--- src/rtl/md_pkg.sv ---
// md_pkg: shared encodings for the EX-stage multiply/divide controller.
// Holds MD op codes, FSM states, divider op codes and an operand extender.
package md_pkg;

    typedef enum logic [3:0] {
        OP_NONE  = 4'd0,
        OP_MULT  = 4'd1,
        OP_MULTU = 4'd2,
        OP_DIV   = 4'd3,
        OP_DIVU  = 4'd4,
        OP_MFHI  = 4'd5,
        OP_MFLO  = 4'd6,
        OP_MTHI  = 4'd7,
        OP_MTLO  = 4'd8
    } md_op_e;

    typedef enum logic [1:0] {
        S_IDLE     = 2'd0,
        S_MUL_RUN  = 2'd1,
        S_DIV_REQ  = 2'd2,
        S_DIV_WAIT = 2'd3
    } md_state_e;

    localparam logic [1:0] DOP_IDLE = 2'b00;
    localparam logic [1:0] DOP_MUL  = 2'b01;
    localparam logic [1:0] DOP_DIV  = 2'b10;

    // Sign- or zero-extend to 64 bits; the low 64 bits of a 64x64
    // product are then correct for both signed and unsigned operands.
    function automatic logic [63:0] ext64(
        input logic [31:0] v,
        input logic        s
    );
        return {{32{s & v[31]}}, v};
    endfunction

endpackage

--- src/rtl/md_ctrl_if.sv ---
// md_ctrl_if: valid/ready link between md_ctrl and the iterative divider.
// master = controller (issues operands, takes result), slave = divider.
interface md_ctrl_if;

    logic [31:0] div_src0;
    logic [31:0] div_src1;
    logic [1:0]  div_op;
    logic        div_sign;
    logic        div_in_valid;
    logic        div_in_ready;
    logic        div_out_ready;
    logic        div_out_valid;
    logic [31:0] div_res0;
    logic [31:0] div_res1;

    modport master (
        output div_src0,
        output div_src1,
        output div_op,
        output div_sign,
        output div_in_valid,
        input  div_in_ready,
        output div_out_ready,
        input  div_out_valid,
        input  div_res0,
        input  div_res1
    );

    modport slave (
        input  div_src0,
        input  div_src1,
        input  div_op,
        input  div_sign,
        input  div_in_valid,
        output div_in_ready,
        input  div_out_ready,
        output div_out_valid,
        output div_res0,
        output div_res1
    );

endinterface

--- src/rtl/md_mul_core.sv ---
// md_mul_core: operand-registered 64-bit signed/unsigned multiplier.
// Ports: clk, reset, load/sign/a/b in; a_q/b_q/sign_q/prod out.
module md_mul_core
    import md_pkg::*;
(
    input  logic        clk,
    input  logic        reset,
    input  logic        load,
    input  logic        sign,
    input  logic [31:0] a,
    input  logic [31:0] b,
    output logic [31:0] a_q,
    output logic [31:0] b_q,
    output logic        sign_q,
    output logic [63:0] prod
);

    logic [31:0] a_d;
    logic [31:0] b_d;
    logic        sign_d;

    always_comb begin
        a_d    = a_q;
        b_d    = b_q;
        sign_d = sign_q;
        if (load) begin
            a_d    = a;
            b_d    = b;
            sign_d = sign;
        end
    end

    always_ff @(posedge clk) begin
        if (reset) begin
            a_q    <= '0;
            b_q    <= '0;
            sign_q <= 1'b0;
        end else begin
            a_q    <= a_d;
            b_q    <= b_d;
            sign_q <= sign_d;
        end
    end

    // Product settles from the held operands during MUL_RUN.
    assign prod = ext64(a_q, sign_q) * ext64(b_q, sign_q);

endmodule

--- src/rtl/md_ctrl.sv ---
// md_ctrl: EX-stage MULT/DIV controller owning the HI/LO pair.
// Ports: clk, reset, md_start/md_op/req/rs_data/rt_data in;
// md_rd, busy out; div = divider handshake (master side).
module md_ctrl
    import md_pkg::*;
#(
    parameter int MUL_CYCLES = 5
) (
    input  logic         clk,
    input  logic         reset,
    input  logic         md_start,
    input  logic [3:0]   md_op,
    input  logic         req,
    input  logic [31:0]  rs_data,
    input  logic [31:0]  rt_data,
    output logic [31:0]  md_rd,
    output logic         busy,
    md_ctrl_if.master    div
);

    localparam int CW = (MUL_CYCLES > 1) ? $clog2(MUL_CYCLES) : 1;
    localparam logic [CW-1:0] CNT_INIT = CW'(MUL_CYCLES - 1);

    md_state_e   state_q, state_d;
    logic [CW-1:0] cnt_q, cnt_d;
    logic [31:0] hi_q, hi_d;
    logic [31:0] lo_q, lo_d;

    md_op_e      op;
    logic        go;
    logic        is_mul;
    logic        is_div;
    logic        sign;
    logic        load;
    logic [31:0] a_q;
    logic [31:0] b_q;
    logic        sign_q;
    logic [63:0] prod;

    assign op     = md_op_e'(md_op);
    assign go     = md_start & ~req;
    assign is_mul = (op == OP_MULT) || (op == OP_MULTU);
    assign is_div = (op == OP_DIV) || (op == OP_DIVU);
    assign sign   = (op == OP_MULT) || (op == OP_DIV);

    md_mul_core u_mul (
        .clk    (clk),
        .reset  (reset),
        .load   (load),
        .sign   (sign),
        .a      (rs_data),
        .b      (rt_data),
        .a_q    (a_q),
        .b_q    (b_q),
        .sign_q (sign_q),
        .prod   (prod)
    );

    always_comb begin
        state_d = state_q;
        cnt_d   = cnt_q;
        hi_d    = hi_q;
        lo_d    = lo_q;
        load    = 1'b0;
        unique case (state_q)
            S_IDLE: begin
                if (go) begin
                    if (is_mul) begin
                        load    = 1'b1;
                        cnt_d   = CNT_INIT;
                        state_d = S_MUL_RUN;
                    end else if (is_div && (rt_data != '0)) begin
                        load    = 1'b1;
                        state_d = S_DIV_REQ;
                    end else if (op == OP_MTHI) begin
                        hi_d = rs_data;
                    end else if (op == OP_MTLO) begin
                        lo_d = rs_data;
                    end
                end
            end
            S_MUL_RUN: begin
                if (cnt_q == '0) begin
                    {hi_d, lo_d} = prod;
                    state_d      = S_IDLE;
                end else begin
                    cnt_d = cnt_q - 1'b1;
                end
            end
            S_DIV_REQ: begin
                if (div.div_in_ready) begin
                    state_d = S_DIV_WAIT;
                end
            end
            S_DIV_WAIT: begin
                if (div.div_out_valid) begin
                    hi_d    = div.div_res1;
                    lo_d    = div.div_res0;
                    state_d = S_IDLE;
                end
            end
            default: state_d = S_IDLE;
        endcase
    end

    always_ff @(posedge clk) begin
        if (reset) begin
            state_q <= S_IDLE;
            cnt_q   <= '0;
            hi_q    <= '0;
            lo_q    <= '0;
        end else begin
            state_q <= state_d;
            cnt_q   <= cnt_d;
            hi_q    <= hi_d;
            lo_q    <= lo_d;
        end
    end

    always_comb begin
        md_rd = '0;
        if (op == OP_MFHI) begin
            md_rd = hi_q;
        end else if (op == OP_MFLO) begin
            md_rd = lo_q;
        end
    end

    assign busy              = (state_q != S_IDLE);
    assign div.div_in_valid  = (state_q == S_DIV_REQ);
    assign div.div_out_ready = (state_q == S_DIV_WAIT);
    assign div.div_op        = div.div_in_valid ? DOP_DIV : DOP_IDLE;
    assign div.div_src0      = a_q;
    assign div.div_src1      = b_q;
    assign div.div_sign      = sign_q;

endmodule

--- src/flat_wrapper.sv ---
// flat-port wrapper written by rule: the top's interface ports become plain ports
module md_ctrl_flat import md_pkg::*;
#(
    parameter int MUL_CYCLES = 5
)
  (clk, reset, md_start, md_op, req, rs_data, rt_data, md_rd, busy, div_div_src0, div_div_src1, div_div_op, div_div_sign, div_div_in_valid, div_div_in_ready, div_div_out_ready, div_div_out_valid, div_div_res0, div_div_res1);
  md_ctrl_if div_i ();
  input  logic clk;
  input  logic reset;
  input  logic md_start;
  input  logic [3:0] md_op;
  input  logic req;
  input  logic [31:0] rs_data;
  input  logic [31:0] rt_data;
  output logic [31:0] md_rd;
  output logic busy;
  output wire logic [$bits(div_i.div_src0)-1:0] div_div_src0;
  output wire logic [$bits(div_i.div_src1)-1:0] div_div_src1;
  output wire logic [$bits(div_i.div_op)-1:0] div_div_op;
  output wire logic [$bits(div_i.div_sign)-1:0] div_div_sign;
  output wire logic [$bits(div_i.div_in_valid)-1:0] div_div_in_valid;
  input wire logic [$bits(div_i.div_in_ready)-1:0] div_div_in_ready;
  output wire logic [$bits(div_i.div_out_ready)-1:0] div_div_out_ready;
  input wire logic [$bits(div_i.div_out_valid)-1:0] div_div_out_valid;
  input wire logic [$bits(div_i.div_res0)-1:0] div_div_res0;
  input wire logic [$bits(div_i.div_res1)-1:0] div_div_res1;
  assign div_div_src0 = div_i.div_src0;
  assign div_div_src1 = div_i.div_src1;
  assign div_div_op = div_i.div_op;
  assign div_div_sign = div_i.div_sign;
  assign div_div_in_valid = div_i.div_in_valid;
  assign div_i.div_in_ready = div_div_in_ready;
  assign div_div_out_ready = div_i.div_out_ready;
  assign div_i.div_out_valid = div_div_out_valid;
  assign div_i.div_res0 = div_div_res0;
  assign div_i.div_res1 = div_div_res1;
  md_ctrl #(.MUL_CYCLES(MUL_CYCLES)) u_core (.clk(clk), .reset(reset), .md_start(md_start), .md_op(md_op), .req(req), .rs_data(rs_data), .rt_data(rt_data), .md_rd(md_rd), .busy(busy), .div(div_i));
endmodule
--- config.mk ---
export PLATFORM = sky130hd
export DESIGN_NAME = md_ctrl_flat
export DESIGN_NICKNAME = d
export VERILOG_FILES = /design/src/rtl/md_pkg.sv /design/src/rtl/md_ctrl_if.sv /design/src/rtl/md_mul_core.sv /design/src/rtl/md_ctrl.sv /design/src/flat_wrapper.sv
export SDC_FILE = /design/constraint.sdc
export NUM_CORES = 2
export LEC_CHECK = 0
export ABC_CLOCK_PERIOD_IN_PS = 24800
export BUFFER_PORTS_ARGS = -buffer_cell sky130_fd_sc_hd__buf_2
export CELL_PAD_IN_SITES_DETAIL_PLACEMENT = 1
export CELL_PAD_IN_SITES_GLOBAL_PLACEMENT = 1
export CORE_MARGIN = 3
export CORE_UTILIZATION = 50
export CTS_CLUSTER_DIAMETER = 80
export DETAILED_ROUTE_END_ITERATION = 6
export PLACE_DENSITY = 0.92
export SLEW_MARGIN = 10
export SYNTH_ARGS = -nofsm -noshare
export SYNTH_HDL_FRONTEND = slang
export SYNTH_SLANG_ARGS = --single-unit
--- constraint.sdc ---
create_clock -name clk -period 24.8 [get_ports clk]
set_input_delay 4.96 -clock clk [delete_from_list [all_inputs] [get_ports clk]]
set_output_delay 4.96 -clock clk [all_outputs]
set_load 0.01 [all_outputs]
Yosys cells after proc, flatten, opt, wreduce, memory -nomap -nowiden
Cells that the tools add are included.
{"block": "classes", "n_addsub": 1, "mul": 1, "n_eq_ne": 23, "mux": 33, "bitwise": 4, "n_reduce_logical": 14}
{"op": "two-way mux 32 bit", "count": 15}
{"op": "case mux 32 bit (3 select lines)", "count": 2}
{"op": "multiplier 33 x 33 -> 64 bit", "count": 1}
{"op": "nonzero test 32 bit", "count": 1}
{"op": "equality test 4 x 3 -> 1 bit (second input constant)", "count": 4}
{"op": "two-way mux 2 bit", "count": 7}
{"op": "!= test 2 x 1 -> 1 bit (second input constant)", "count": 6}
{"op": "!= test 2 bit (second input constant)", "count": 5}
{"op": "two-way mux 3 bit", "count": 3}
{"op": "equality test 4 x 2 -> 1 bit (second input constant)", "count": 2}
{"op": "case mux 2 bit (4 select lines)", "count": 1}
{"op": "AND reduction 8 bit", "count": 1}
{"op": "AND reduction 7 bit", "count": 1}
{"op": "case mux 3 bit (2 select lines)", "count": 1}
{"op": "AND reduction 5 bit", "count": 1}
{"op": "equality test 2 bit (second input constant)", "count": 2}
{"op": "equality test 4 x 1 -> 1 bit (second input constant)", "count": 1}
{"op": "equality test 4 bit (second input constant)", "count": 1}
{"op": "two-way mux 1 bit", "count": 4}
{"op": "AND reduction 4 bit", "count": 1}
{"op": "nonzero test 2 bit", "count": 2}
{"op": "AND 1 bit", "count": 3}
{"op": "logical NOT 3 bit", "count": 1}
{"op": "logical OR 1 bit", "count": 3}
{"op": "7 further kinds", "count": 7}
{"block": "word_totals", "register_bits": 134, "in_bits": 138, "out_inout_bits": 102, "word_cells": 83}

Logic depth before layout (Yosys ltp)
{"block": "depth", "word_depth": 7, "mapped_depth": 31, "depth_no_buf": 28}

Hierarchy
A second synthesis with hierarchy kept.
{"block": "unflattened", "cells_unflattened": 4873, "area_unflattened_um2": 44468.9}
{"module": "md_mul_core", "n_inst": 1, "cells_per_inst": 4355, "area_each_um2": 40025.9, "seq_area_each_um2": 1301.2}
{"module": "md_ctrl", "n_inst": 1, "cells_per_inst": 518, "area_each_um2": 4443.0, "seq_area_each_um2": 1381.3}

Least setup slack after synthesis
OpenSTA, ideal clock, no wires.
{"block": "synth_timing", "path_type": "in2out", "start": "input md_op[0]", "end": "output md_rd[10]", "t_arrival_ps": 5898, "required_time_ps": 19840, "slack_ps": 13942, "path_stages": 4, "path_buffers": 2, "path_cell_list": "nor4bb_1 > clkbuf_1 > clkbuf_1 > a22o_1"}
{"block": "synth_via", "elab_chain_cells": 3, "word_cells_on_any_way": 4, "classes_between": "eq/ne: 2; mux: 2"}
{"item": "start, declared", "line": "flat_wrapper.sv:11", "rtl": "input logic [3:0] md_op;"}
{"item": "equality test 4 x 3 -> 1 bit", "line": "md_ctrl.sv:124", "rtl": "end else if (op == OP_MFLO) begin"}
{"item": "two-way mux 32 bit", "line": "md_ctrl.sv:124"}
{"item": "two-way mux 32 bit *", "line": "md_ctrl.sv:122", "rtl": "if (op == OP_MFHI) begin"}
{"item": "end, declared", "line": "flat_wrapper.sv:15", "rtl": "output logic [31:0] md_rd;"}
Every way passes the cells marked *; elsewhere a longest branch is shown, timed or not.

Final worst setup path
{"block": "layout_timing", "start": "register u_core.u_mul.sign_q", "end": "register u_core.hi_q[28]"}
{"block": "layout_via", "elab_chain_cells": 4, "word_cells_on_any_way": 5, "classes_between": "mul: 1; mux: 2; bitwise: 2"}
{"item": "start, declared", "line": "md_mul_core.sv:14", "rtl": "output logic sign_q,"}
{"item": "start signal, assigned", "line": "md_mul_core.sv:41", "rtl": "sign_q <= sign_d;"}
{"item": "AND 1 bit", "line": "md_pkg.sv:34", "rtl": "return {{32{s & v[31]}}, v};"}
{"item": "multiplier 33 x 33 -> 64 bit *", "line": "md_mul_core.sv:46", "rtl": "assign prod = ext64(a_q, sign_q) * ext64(b_q, sign_q);"}
{"item": "two-way mux 32 bit *", "line": "md_ctrl.sv:83", "rtl": "if (cnt_q == '0) begin"}
{"item": "case mux 32 bit (3 select lines) *", "line": "md_ctrl.sv:65", "rtl": "unique case (state_q)"}
{"item": "end signal, assigned", "line": "md_ctrl.sv:115", "rtl": "hi_q <= hi_d;"}
{"item": "end, declared", "line": "md_ctrl.sv:26", "rtl": "logic [31:0] hi_q, hi_d;"}
Every way passes the cells marked *; elsewhere a longest branch is shown, timed or not. The select of a mux whose other input is x is not followed.
A chain may end at the register's enable or synchronous reset.

==> metrics <==
final setup vio count=0; total length of routed wires=189000 um; max-cap violations=0; Rel. slew slack=19.4%; gr usage total=41.3%; syn_area_per_cell=8.87 um^2; clock-pin slew on the worst setup and hold paths=0.08 ns; Power, Total=0.638 mW; Crit-path slowest cell=fa_1; TritonCTS clock tree=done; VDD IR-drop max=45.3 uV; final setup skew=0.0231 ns; Synth async-reset ratio=0%; Synth area leader=fa_1; RSZ-0062 raised after global routing=no; H-tree depth=4; post-DR wirelength/cell=30.4 um; Clock Sinks=134; yosys warns=0; Die ar.=92600 um^2; post-CTS setup repair buffer count=0; Yosys top cell area share=50.6%; shortest period the worst path allows=11.39 ns; commonest non-fill, non-tap cell in the layout=inv_1; Synth Instances=5012; post-DP HPWL=143000 um; pre-CTS WS=13.19 ns; Setup CP Type=register to register; crit path max fanout=23; PD cells=13.5 nW/um^2; DR vias=39200; Slew @ Worst Pin=1.21 ns; largest net degree at the start of global routing=88; Yosys reg bits=134; row count=108; vias in the first global route=46700; final worst slack=13.41 ns; Top FF cell, synth=dfxtp_1; Core Area=87400 um^2; DRT iter0 DRCs=3842; final instance area=47200 um^2; I/O pin total=240; Data arrival, critical path=11.75 ns; setup TNS=0 ns; DRC=1; CP startpoint kind=register; Max Clk Rate=87.8 MHz; Nets=6511; CTS Buf Count=17; fraction of layout cells with a size suffix above 1=7.55%; Min-Delay Path Class=register to register; Reg2Reg Depth=28; mapped cell area=44500 um^2; Final Max Tran Viols=0; Port Buffers=238; Final Core Density=54.0%; hold_buf cts=0; total gr overflow=0; Syn Nets=6489; Critical Path RT=25.16 ns; LEAKAGE=23.1 nW; worst hold stages=2; Starting Density=50.9%; CTS Root Cell=clkbuf_16; Post-synth EDFFs=0; DP Area=46500 um^2; die width=304 um; violated checks=DRC; Via density=6.29; area grow syn2layout=6.19%; Post-CTS Resized=0; initial antenna violation count=36; synth top area cells=fa_1 (51%), inv_1 (9.6%), nand2_1 (6.9%), dfxtp_1 (6.0%), ha_1 (6.0%); sequential fraction of the synthesis area=6.03%; status=finished, violations left; die height=304 um; most frequent cells in the layout=inv_1 (1138), fa_1 (1125), nand2_1 (823); Antenna Nets Post-Route=0; DRT Pass-1 Iters=7; post-synthesis cell type count=70; slowest stage delay, CP=1.15 ns; most frequent CP cell=fa_1; Worst Setup End Kind=register; Tcrit/Tclk final=45.9%; clk buf depth=2; first-pass GRT wire length=285000 um; routability congestion estimate=0.974; Final Hold Viols=0; worst skew pair latency=0.49 ns
## cells by family after synthesis
group / Yosys count / share of synthesized area [%]
flip-flops: 134 / 6.03
XOR/XNOR: 69 / 1.36
AO/OA/AOI/OAI: 408 / 6.12
buffers and inverters: 1452 / 12.3
other: 1 / 0.00843
AND/OR/NAND/NOR: 1528 / 15.7
multiplexers: 81 / 1.83
adder cells (fa/ha/maj): 1339 / 56.7
## routing by layer
metal / share of wire (%) / vias up / wire length [um] / global-route usage, %
met4: 12 / 4 / 23200 / 41.3
met1: 31 / 19900 / 57900 / 42.9
li1: - / 14800 / - / -
met5: 0.014 / - / 27 / 0
met2: 47 / 3072 / 89700 / 67.2
met3: 9.8 / 1447 / 18500 / 10.4
## report_power, final
group	leakage, nW	internal [mW]	switching (mW)
clock	0.294	0.144	0.134
sequential	1.08	0.220	0.00865
combinational	21.7	0.0353	0.0962
## Yosys cell counts, types with 10 or more instances
library cell,number
a21oi_1,130
a22o_1,32
nand2_1,823
mux2i_1,79
xor2_1,19
xnor2_1,50
a21o_1,17
nand2b_1,14
ha_1,214
and3_1,27
clkbuf_1,293
fa_1,1125
o211ai_1,59
nor3_1,19
nor4_1,14
nand3_1,22
buf_1,10
and2_1,345
nor2_1,198
inv_1,1138
a211oi_1,27
nand4_1,20
dfxtp_1,134
o21bai_1,11
o21ai_0,58
or2_2,14
## flip-flops by register name, indices dropped and copies added, names as in the netlist
signal	count
u_core.hi_q	32
u_core.u_mul.a_q	32
u_core.lo_q	32
u_core.cnt_q	3
u_core.u_mul.sign_q	1
u_core.u_mul.b_q	32
u_core.state_q	2
## critical path, delay by kind of cell, from the launching register on
family | cells | cell delay (ns)
adder cells (fa/ha/maj) | 9 | 5.17
flip-flops | 1 | 1.09
AND/OR/NAND/NOR | 3 | 1.24
XOR/XNOR | 1 | 0.20
buffers and inverters | 7 | 1.39
AO/OA/AOI/OAI | 8 | 2.14
## final cells by class
cell class              instances  area, um^2
flip-flops and latches        134        2690
multi-input cells            3426       36400
diodes                         31        77.6
fillers                     10200       40200
well taps                    1155        1450
inverters                    1138        4270
clock inverters                15         174
repair buffers                317        1790
clock buffers                  17         425
## metrics by stage
stage          hold slack, ns  instances
2_1_floorplan           0.432       5012
3_3_place_gp            0.450       6170
3_5_place_dp            0.455       6170
4_1_cts                 0.465       6202
5_1_grt                 0.481       6229
6_report                0.467       6233
## final timing paths
kind                               startpoint                           end  slack, ns
max          u_core.u_mul.sign_q$_SDFFE_PP0P_  u_core.hi_q[28]$_SDFFE_PP0P_      13.41
max reg2reg  u_core.u_mul.sign_q$_SDFFE_PP0P_  u_core.hi_q[28]$_SDFFE_PP0P_      13.41
min reg2reg      u_core.lo_q[14]$_SDFFE_PP0P_  u_core.lo_q[14]$_SDFFE_PP0P_       0.47
min              u_core.lo_q[14]$_SDFFE_PP0P_  u_core.lo_q[14]$_SDFFE_PP0P_       0.47
No activity file was read; power rests on OpenSTA's default activity.
